$ cat src/rtl/ipd_recorder.sv
// Inter-packet delay recorder: stamps the cycle gap between successive packet starts
// into the tuser delay field of each first beat, behind a 2-entry skid buffer.
module ipd_recorder #(
    parameter int          C_M_AXIS_DATA_WIDTH  = 256,
    parameter int          C_S_AXIS_DATA_WIDTH  = 256,
    parameter int          C_M_AXIS_TUSER_WIDTH = 128,
    parameter int          C_S_AXIS_TUSER_WIDTH = 128,
    parameter int          C_TUSER_TIMESTAMP_POS = 32,
    parameter logic [31:0] C_SAT_LIMIT          = 32'hFFFFFFFF
) (
    input  logic                                axi_aclk,
    input  logic                                axi_areset,
    input  logic                                sw_rst,

    input  logic [C_S_AXIS_DATA_WIDTH-1:0]      s_axis_tdata,
    input  logic [C_S_AXIS_DATA_WIDTH/8-1:0]    s_axis_tstrb,
    input  logic [C_S_AXIS_TUSER_WIDTH-1:0]     s_axis_tuser,
    input  logic                                s_axis_tlast,
    input  logic                                s_axis_tvalid,
    output logic                                s_axis_tready,

    output logic [C_M_AXIS_DATA_WIDTH-1:0]      m_axis_tdata,
    output logic [C_M_AXIS_DATA_WIDTH/8-1:0]    m_axis_tstrb,
    output logic [C_M_AXIS_TUSER_WIDTH-1:0]     m_axis_tuser,
    output logic                                m_axis_tlast,
    output logic                                m_axis_tvalid,
    input  logic                                m_axis_tready,

    input  logic                                ipd_rec_en,
    output logic [31:0]                         pkt_count,
    output logic [31:0]                         sat_count,
    output logic [31:0]                         last_gap
);
    localparam int DW  = C_S_AXIS_DATA_WIDTH;
    localparam int SW  = C_S_AXIS_DATA_WIDTH / 8;
    localparam int UW  = C_S_AXIS_TUSER_WIDTH;
    localparam int POS = C_TUSER_TIMESTAMP_POS;

    logic rst;
    assign rst = axi_areset | sw_rst;

    logic [63:0]   timer;
    logic [63:0]   last_sof_time;
    logic          in_pkt;
    logic          first_pkt;

    logic          s_ready_r;
    logic          main_valid;
    logic [DW-1:0] main_data;
    logic [SW-1:0] main_strb;
    logic [UW-1:0] main_user;
    logic          main_last;
    logic          skid_valid;
    logic [DW-1:0] skid_data;
    logic [SW-1:0] skid_strb;
    logic [UW-1:0] skid_user;
    logic          skid_last;

    logic          accept;
    logic          sof;
    logic          main_free;
    logic          skid_valid_nxt;
    logic [63:0]   gap;
    logic          clip;
    logic [31:0]   stamp;
    logic [UW-1:0] tuser_in;

    // Handshake: a beat moves on either side only in a cycle where valid and ready are
    // both high; the output holds its payload and tvalid until m_axis_tready takes it.
    always_comb begin
        accept   = s_axis_tvalid & s_ready_r;
        sof      = accept & ~in_pkt;
        gap      = timer - last_sof_time;
        clip     = gap > {32'd0, C_SAT_LIMIT};
        stamp    = first_pkt ? 32'd0 : (clip ? C_SAT_LIMIT : gap[31:0]);
        tuser_in = s_axis_tuser;
        if (sof && ipd_rec_en) begin
            tuser_in[POS +: 32] = stamp;
        end
    end

    always_comb begin
        main_free      = ~main_valid | m_axis_tready;
        skid_valid_nxt = skid_valid;
        if (main_free) begin
            skid_valid_nxt = 1'b0;
        end else if (accept) begin
            skid_valid_nxt = 1'b1;
        end
    end

    // Skid only fills when main is stalled; ready is the registered inverse of skid fill.
    always_ff @(posedge axi_aclk) begin
        if (rst) begin
            s_ready_r  <= 1'b0;
            main_valid <= 1'b0;
            main_data  <= '0;
            main_strb  <= '0;
            main_user  <= '0;
            main_last  <= 1'b0;
            skid_valid <= 1'b0;
            skid_data  <= '0;
            skid_strb  <= '0;
            skid_user  <= '0;
            skid_last  <= 1'b0;
        end else begin
            s_ready_r  <= ~skid_valid_nxt;
            skid_valid <= skid_valid_nxt;
            if (main_free) begin
                if (skid_valid) begin
                    main_valid <= 1'b1;
                    main_data  <= skid_data;
                    main_strb  <= skid_strb;
                    main_user  <= skid_user;
                    main_last  <= skid_last;
                end else if (accept) begin
                    main_valid <= 1'b1;
                    main_data  <= s_axis_tdata;
                    main_strb  <= s_axis_tstrb;
                    main_user  <= tuser_in;
                    main_last  <= s_axis_tlast;
                end else begin
                    main_valid <= 1'b0;
                end
            end else if (accept) begin
                skid_data <= s_axis_tdata;
                skid_strb <= s_axis_tstrb;
                skid_user <= tuser_in;
                skid_last <= s_axis_tlast;
            end
        end
    end

    // Any cycle with stamping disabled re-arms first_pkt, so re-enable starts from stamp 0.
    always_ff @(posedge axi_aclk) begin
        if (rst) begin
            timer         <= 64'd0;
            last_sof_time <= 64'd0;
            in_pkt        <= 1'b0;
            first_pkt     <= 1'b1;
            pkt_count     <= 32'd0;
            sat_count     <= 32'd0;
            last_gap      <= 32'd0;
        end else begin
            timer <= timer + 64'd1;
            if (accept) begin
                in_pkt <= ~s_axis_tlast;
            end
            if (sof) begin
                last_sof_time <= timer;
            end
            if (!ipd_rec_en) begin
                first_pkt <= 1'b1;
            end else if (sof) begin
                first_pkt <= 1'b0;
            end
            if (sof && ipd_rec_en) begin
                pkt_count <= pkt_count + 32'd1;
                last_gap  <= stamp;
                if (!first_pkt && clip) begin
                    sat_count <= sat_count + 32'd1;
                end
            end
        end
    end

    assign s_axis_tready = s_ready_r;
    assign m_axis_tvalid = main_valid;
    assign m_axis_tdata  = main_data;
    assign m_axis_tstrb  = main_strb;
    assign m_axis_tuser  = main_user;
    assign m_axis_tlast  = main_last;

endmodule

$ cat config.mk
export PLATFORM = sky130hd
export DESIGN_NAME = ipd_recorder
export DESIGN_NICKNAME = d
export VERILOG_FILES = /design/src/rtl/ipd_recorder.sv
export SDC_FILE = /design/constraint.sdc
export NUM_CORES = 2
export LEC_CHECK = 0
export ABC_AREA = 1
export CAP_MARGIN = 20
export CORE_AREA = 4 4 365 367
export DETAILED_ROUTE_END_ITERATION = 8
export DIE_AREA = 0 0 369 371
export GPL_TIMING_DRIVEN = 1
export SLEW_MARGIN = 20
export SYNTH_ARGS = -nofsm -noshare
export SYNTH_HDL_FRONTEND = slang
export SYNTH_SLANG_ARGS = --single-unit
$ cat constraint.sdc
create_clock -name axi_aclk -period 3.05 [get_ports axi_aclk]
set_input_delay 0.305 -clock axi_aclk [delete_from_list [all_inputs] [get_ports axi_aclk]]
set_output_delay 0.305 -clock axi_aclk [all_outputs]
set_load 0.05 [all_outputs]
Yosys cells after proc, flatten, opt, wreduce, memory -nomap -nowiden

Index checks and enable logic that the tools add are counted.

Add/sub/neg operators: 4
Bitwise gates (word level): 10
Reduce and logical (&&, ||, !) cells: 8
$lt $le $gt $ge: 1
Muxes and demuxes: 15

Operators by type and width:

| cell                                                 | count |
|---|---|
| 2-to-1 mux 256 bit                                   | 2 |
| 2-to-1 mux 128 bit                                   | 2 |
| 2-to-1 mux 32 bit                                    | 5 |
| adder 32 x 1 -> 32 bit, second input constant        | 2 |
| adder 64 x 1 -> 64 bit, second input constant        | 1 |
| > comparator 64 x 32 -> 1 bit, second input constant | 1 |
| subtractor 64 bit                                    | 1 |
| 2-to-1 mux 1 bit                                     | 6 |
| inverter 1 bit                                       | 6 |
| AND reduction 2 bit                                  | 3 |
| AND 1 bit                                            | 2 |
| logical AND 1 bit                                    | 2 |
| bitwise OR 1 bit                                     | 2 |
| nonzero test 2 bit                                   | 1 |
| OR reduction 2 bit                                   | 1 |
| zero test 1 bit                                      | 1 |

Output and inout bits: 515
Word-level logic and storage cells: 56
Bits in registers: 1063

Depth between registers and ports, before layout

Depth in word-level cells: 7
Mapped depth: 27
Gate-level depth less buffers: 26

Worst setup path before layout

No wires, ideal clock.

Path kind: flip-flop to flip-flop
From: register timer[0]
To: register sat_count[13]
Required time: 2907 ps
Stages on the path, launching flop included: 26
Period minus slack after synthesis: 2755 ps
Setup time: 143 ps
Data arrival time: 2612 ps
Setup slack: 295 ps
Path buffers: 1
Cell sequence: dfxtp_1 -> inv_1 -> ha_1 -> inv_1 -> fa_1 -> nand2_1 -> nand3_1 -> nand3_1 -> nand2_2 -> nand2_1 -> nand2_1 -> nand2_1 -> nand2_1 -> nand2_1 -> nand3b_1 -> nand2_1 -> nand2_1 -> nor2_1 -> nand2_2 -> nor2_4 -> nand2_2 -> nand3_4 -> inv_4 -> buf_4 -> nand2_1 -> a21oi_2

Cells in the longest elaborated chain, start to end: 4

Ends and longest elaborated chain:

| element                              | line | source |
|---|---|---|
| start: declaration                   | 42   | `logic [63:0] timer;` |
| start signal: assignment             | 145  | `timer <= timer + 64'd1;` |
| subtractor 64 bit                    | 73   | `gap = timer - last_sof_time;` |
| > comparator 64 x 32 -> 1 bit        | 74   | `clip = gap > {32'd0, C_SAT_LIMIT};` |
| logical AND 1 bit                    | 160  | `if (!first_pkt && clip) begin` |
| AND reduction 2 bit (no source line) | n/a  |  |
| end signal: assignment               | 161  | `sat_count <= sat_count + 32'd1;` |
| end: declaration                     | 31   | `output logic [31:0] sat_count,` |

No other way between the ends.
A chain may end at the register's enable or synchronous reset.

Worst setup path in the final report

From: register last_sof_time[41]
To: register skid_user[55]

Cells in the longest elaborated chain, start to end: 5

Ends and longest elaborated chain:

| element                         | line | source |
|---|---|---|
| start: declaration              | 43   | `logic [63:0] last_sof_time;` |
| start signal: assignment        | 150  | `last_sof_time <= timer;` |
| subtractor 64 bit               | 73   |  |
| > comparator 64 x 32 -> 1 bit   | 74   |  |
| 2-to-1 mux 32 bit (2 in series) | 75   | `stamp = first_pkt ? 32'd0 : (clip ? C_SAT_LIMIT : gap[31:0]);` |
| 2-to-1 mux 32 bit               | 77   | `if (sof && ipd_rec_en) begin` |
| end signal: assignment          | 128  | `skid_user <= tuser_in;` |
| end: declaration                | 56   | `logic [UW-1:0] skid_user;` |

No other way between the ends.

==> impl_metrics.toml <==
[flow_run]
maxCapViolCount = 0

[global_route]
grt_max_degree = 172
grt_first_pass_wirelength_um = 299000
antenna_found_initial = 63
grt_overflow = 0
grt_pass1_vias = 47800
grtUsageTotal_pct = 28.1

[placement]
numPortBuffers = 937
place_hpwl_um = 146000
place_area_um2 = 61600
place.gp.congestion = 0.938

[pwr]
leakagePower_nw = 28.4
power_density_nw_per_um2 = 490
vdd_drop_max_v = 0.000469
p_total_mw = 33.4

[synth]
yosys.area.top_type = "dfxtp_1"
synthTopCellsByArea = "dfxtp_1 (44%), nand2_1 (13%), o21ai_0 (9.3%)"
netlist_area_um2 = 48100
synthCells = 6954
yosysMostFrequentCell = "nand2_1"
async_flop_share_pct = 0
synthTopCellsByCount = "nand2_1 (1648), dfxtp_1 (1063), nor2_1 (1060), o21ai_0 (894), inv_1 (496)"
avgSynthCellArea_um2 = 6.92
synth.distinct_cells = 47
yosysWarningCount = 0
synth_edf_count = 0
synth-seq-area-share_pct = 44.2
ys_seq_elements = 1063
synth.top_cell.area_share_pct = 44.2
synthFlopType = "dfxtp_1"
syn_nets = 7444

[detailed_routing]
wl_per_cell_um = 20.5
drt_iter0_drc = 4488
dr.pass1.iters = 5
via_per_inst = 5.19
vias = 51500
antenna_left = 0
wl_um = 204000
drcViolationCount = 0

[die]
die_h_um = 371
start_util_pct = 37.2
ioPinCount = 938
dieArea_um2 = 137000
core_area_um2 = 129000
rows = 132
dieWidth_um = 369

[clocking]
clk_latency_ns = 0.76
numCtsBuffers = 117
clk_path_buf_depth = 3
cts_num_sinks = 1063
cts_tree = "yes"
hold_buffers = 0
htreeDepth = 3
cts.clk_slew.worst_paths_ns = 0.07
root_buffer = "clkbuf_16"

[worst_setup_path]
required_ns = 3.67
cp_common_cell = "nand2_1"
start_kind = "flop"
slowest_delay_ns = 0.34
cp-end-kind = "flop"
path_class = "flop to flop"
critPathSlowestCell = "dfxtp_1"
critPathArrivalTime_ns = 3.78
cp_cell_sequence = "inv_1 > ha_4 > nand2_1 > nand2_2 > a21oi_1 > buf_4 > buf_4 > o21ai_2 > nand2_1 > and2_1 > nand4_1 > buf_4 > nand2_1 > nor2_2 > nand3_2 > nor2_4 > clkbuf_16 > nand3_1 > nand2_1 > nand3_1 > o211ai_1 > inv_2"
critPathMaxFanout = 10

[timing]
fin_crit_ns = 3.16
slew_violations = 0
skew_ns = 0.0583
setup_tns_ns = -3.51
fmax_ghz = 0.316
rsz0062_at_grt = "yes"
hold_violations = 0
fin_crit_sh_pct = 104
fin_ws_ns = -0.113
slew_headroom_pct = 24.2
tightest_slew_ns = 1.14
holdWs_ns = 0.146
setup_viol = 78

[outcome]
violations = "negative setup slack"
outcome = "finished with violations"

[finish]
stdcell_area_um2 = 68300
nets = 8518
drive_gt1_share_pct = 14.4
syn2layout_area_growth_pct = 41.9

[worst_hold_path]
hold_class = "primary input to flop"
## routing by layer
layer / vias to the layer above / share of wire [%] / GRT usage, %
li1: 24900 / - / -
met3: 392 / 8.9 / 8.62
met4: 16 / 4.2 / 11.9
met2: 1821 / 45 / 44.1
met1: 24300 / 42 / 35.8
met5: - / 0.056 / 0
## worst paths after layout
check               startpoint                end  slack (ns)  depth (start not counted)
min           s_axis_tdata[45]   m_axis_tdata[45]        0.15                          3
min reg2reg     skid_data[139]  m_axis_tdata[139]        0.45                          2
max          last_sof_time[41]      skid_user[55]       -0.11                         22
max reg2reg  last_sof_time[41]      skid_user[55]       -0.11                         22
## critical path: cells and delay by family (launching register included)
kind	cells	cell delay, ns
flops	1	0.34
fa+ha+maj	1	0.30
simple gates	12	1.28
compound gates	3	0.37
buf+inv	6	0.73
## sequential cells by signal (all words and copies together) (netlist names)
register and count:
sat_count 32, first_pkt 1, m_axis_tuser 128, skid_user 128, in_pkt 1, skid_valid 1, pkt_count 32, m_axis_tlast 1
timer 64, skid_last 1, m_axis_tdata 256, last_gap 32, m_axis_tstrb 32, skid_strb 32, last_sof_time 64, s_axis_tready 1
skid_data 256, m_axis_tvalid 1
## cells in the final DEF (no fill, tap or decap), types with 163 or more instances in the layout
| cell type | netlist | layout |
|---|---|---|
| nand2_1 | 1648 | 1533 |
| dfxtp_1 | 1063 | 1033 |
| clkdlybuf4s50_1 | 0 | 937 |
| a21oi_1 | 247 | 222 |
| buf_4 | 7 | 377 |
| a31oi_1 | 388 | 388 |
| inv_1 | 496 | 482 |
| nand3_1 | 193 | 163 |
| nor2_1 | 1060 | 1002 |
| o21ai_0 | 894 | 892 |
## final cells by class
cell class / count / area (um^2)
tap: 1742 / 2180
timing repair inverter: 1 / 11.3
fill: 12400 / 61200
clock inverter: 48 / 737
multi-input combinational: 4916 / 24900
clock buffer: 174 / 3510
sequential: 1063 / 21300
inverter: 550 / 2100
timing repair buffer: 1379 / 13500
antenna: 46 / 115
## power by group
part | switching, mW | total (mW) | internal [mW] | leakage [nW]
clock | 6.30 | 15.5 | 9.19 | 2.09
sequential | 0.0885 | 14.1 | 14.0 | 8.60
combinational | 2.28 | 3.83 | 1.55 | 17.7
## metrics by stage
stage / std cells / util, % / setup slack [ns]
floorplan: 6954 / - / 0.295
global placement: 9611 / 47.6 / -0.339
detailed placement: 9611 / 47.6 / -0.313
CTS: 9870 / 52.3 / -0.0706
global route: 9913 / 52.7 / -0.326
finish: 9919 / 52.8 / -0.113
## cells by family after synthesis
family,synth area share (%)
AND/OR/NAND/NOR,26.6
XOR/XNOR,1.22
AO/OA/AOI/OAI,18.5
adder cells (fa/ha/maj),1.76
buffers and inverters,7.74
flip-flops,44.2
## timing repair
action,CTS,global route
setup endpoints to repair,132,154
hold endpoints to repair,0,0
pin swaps,59,10
setup buffers,29,2
gates resized for setup,306,113
cloned,8,2
(Power assumes the default switching activity.)
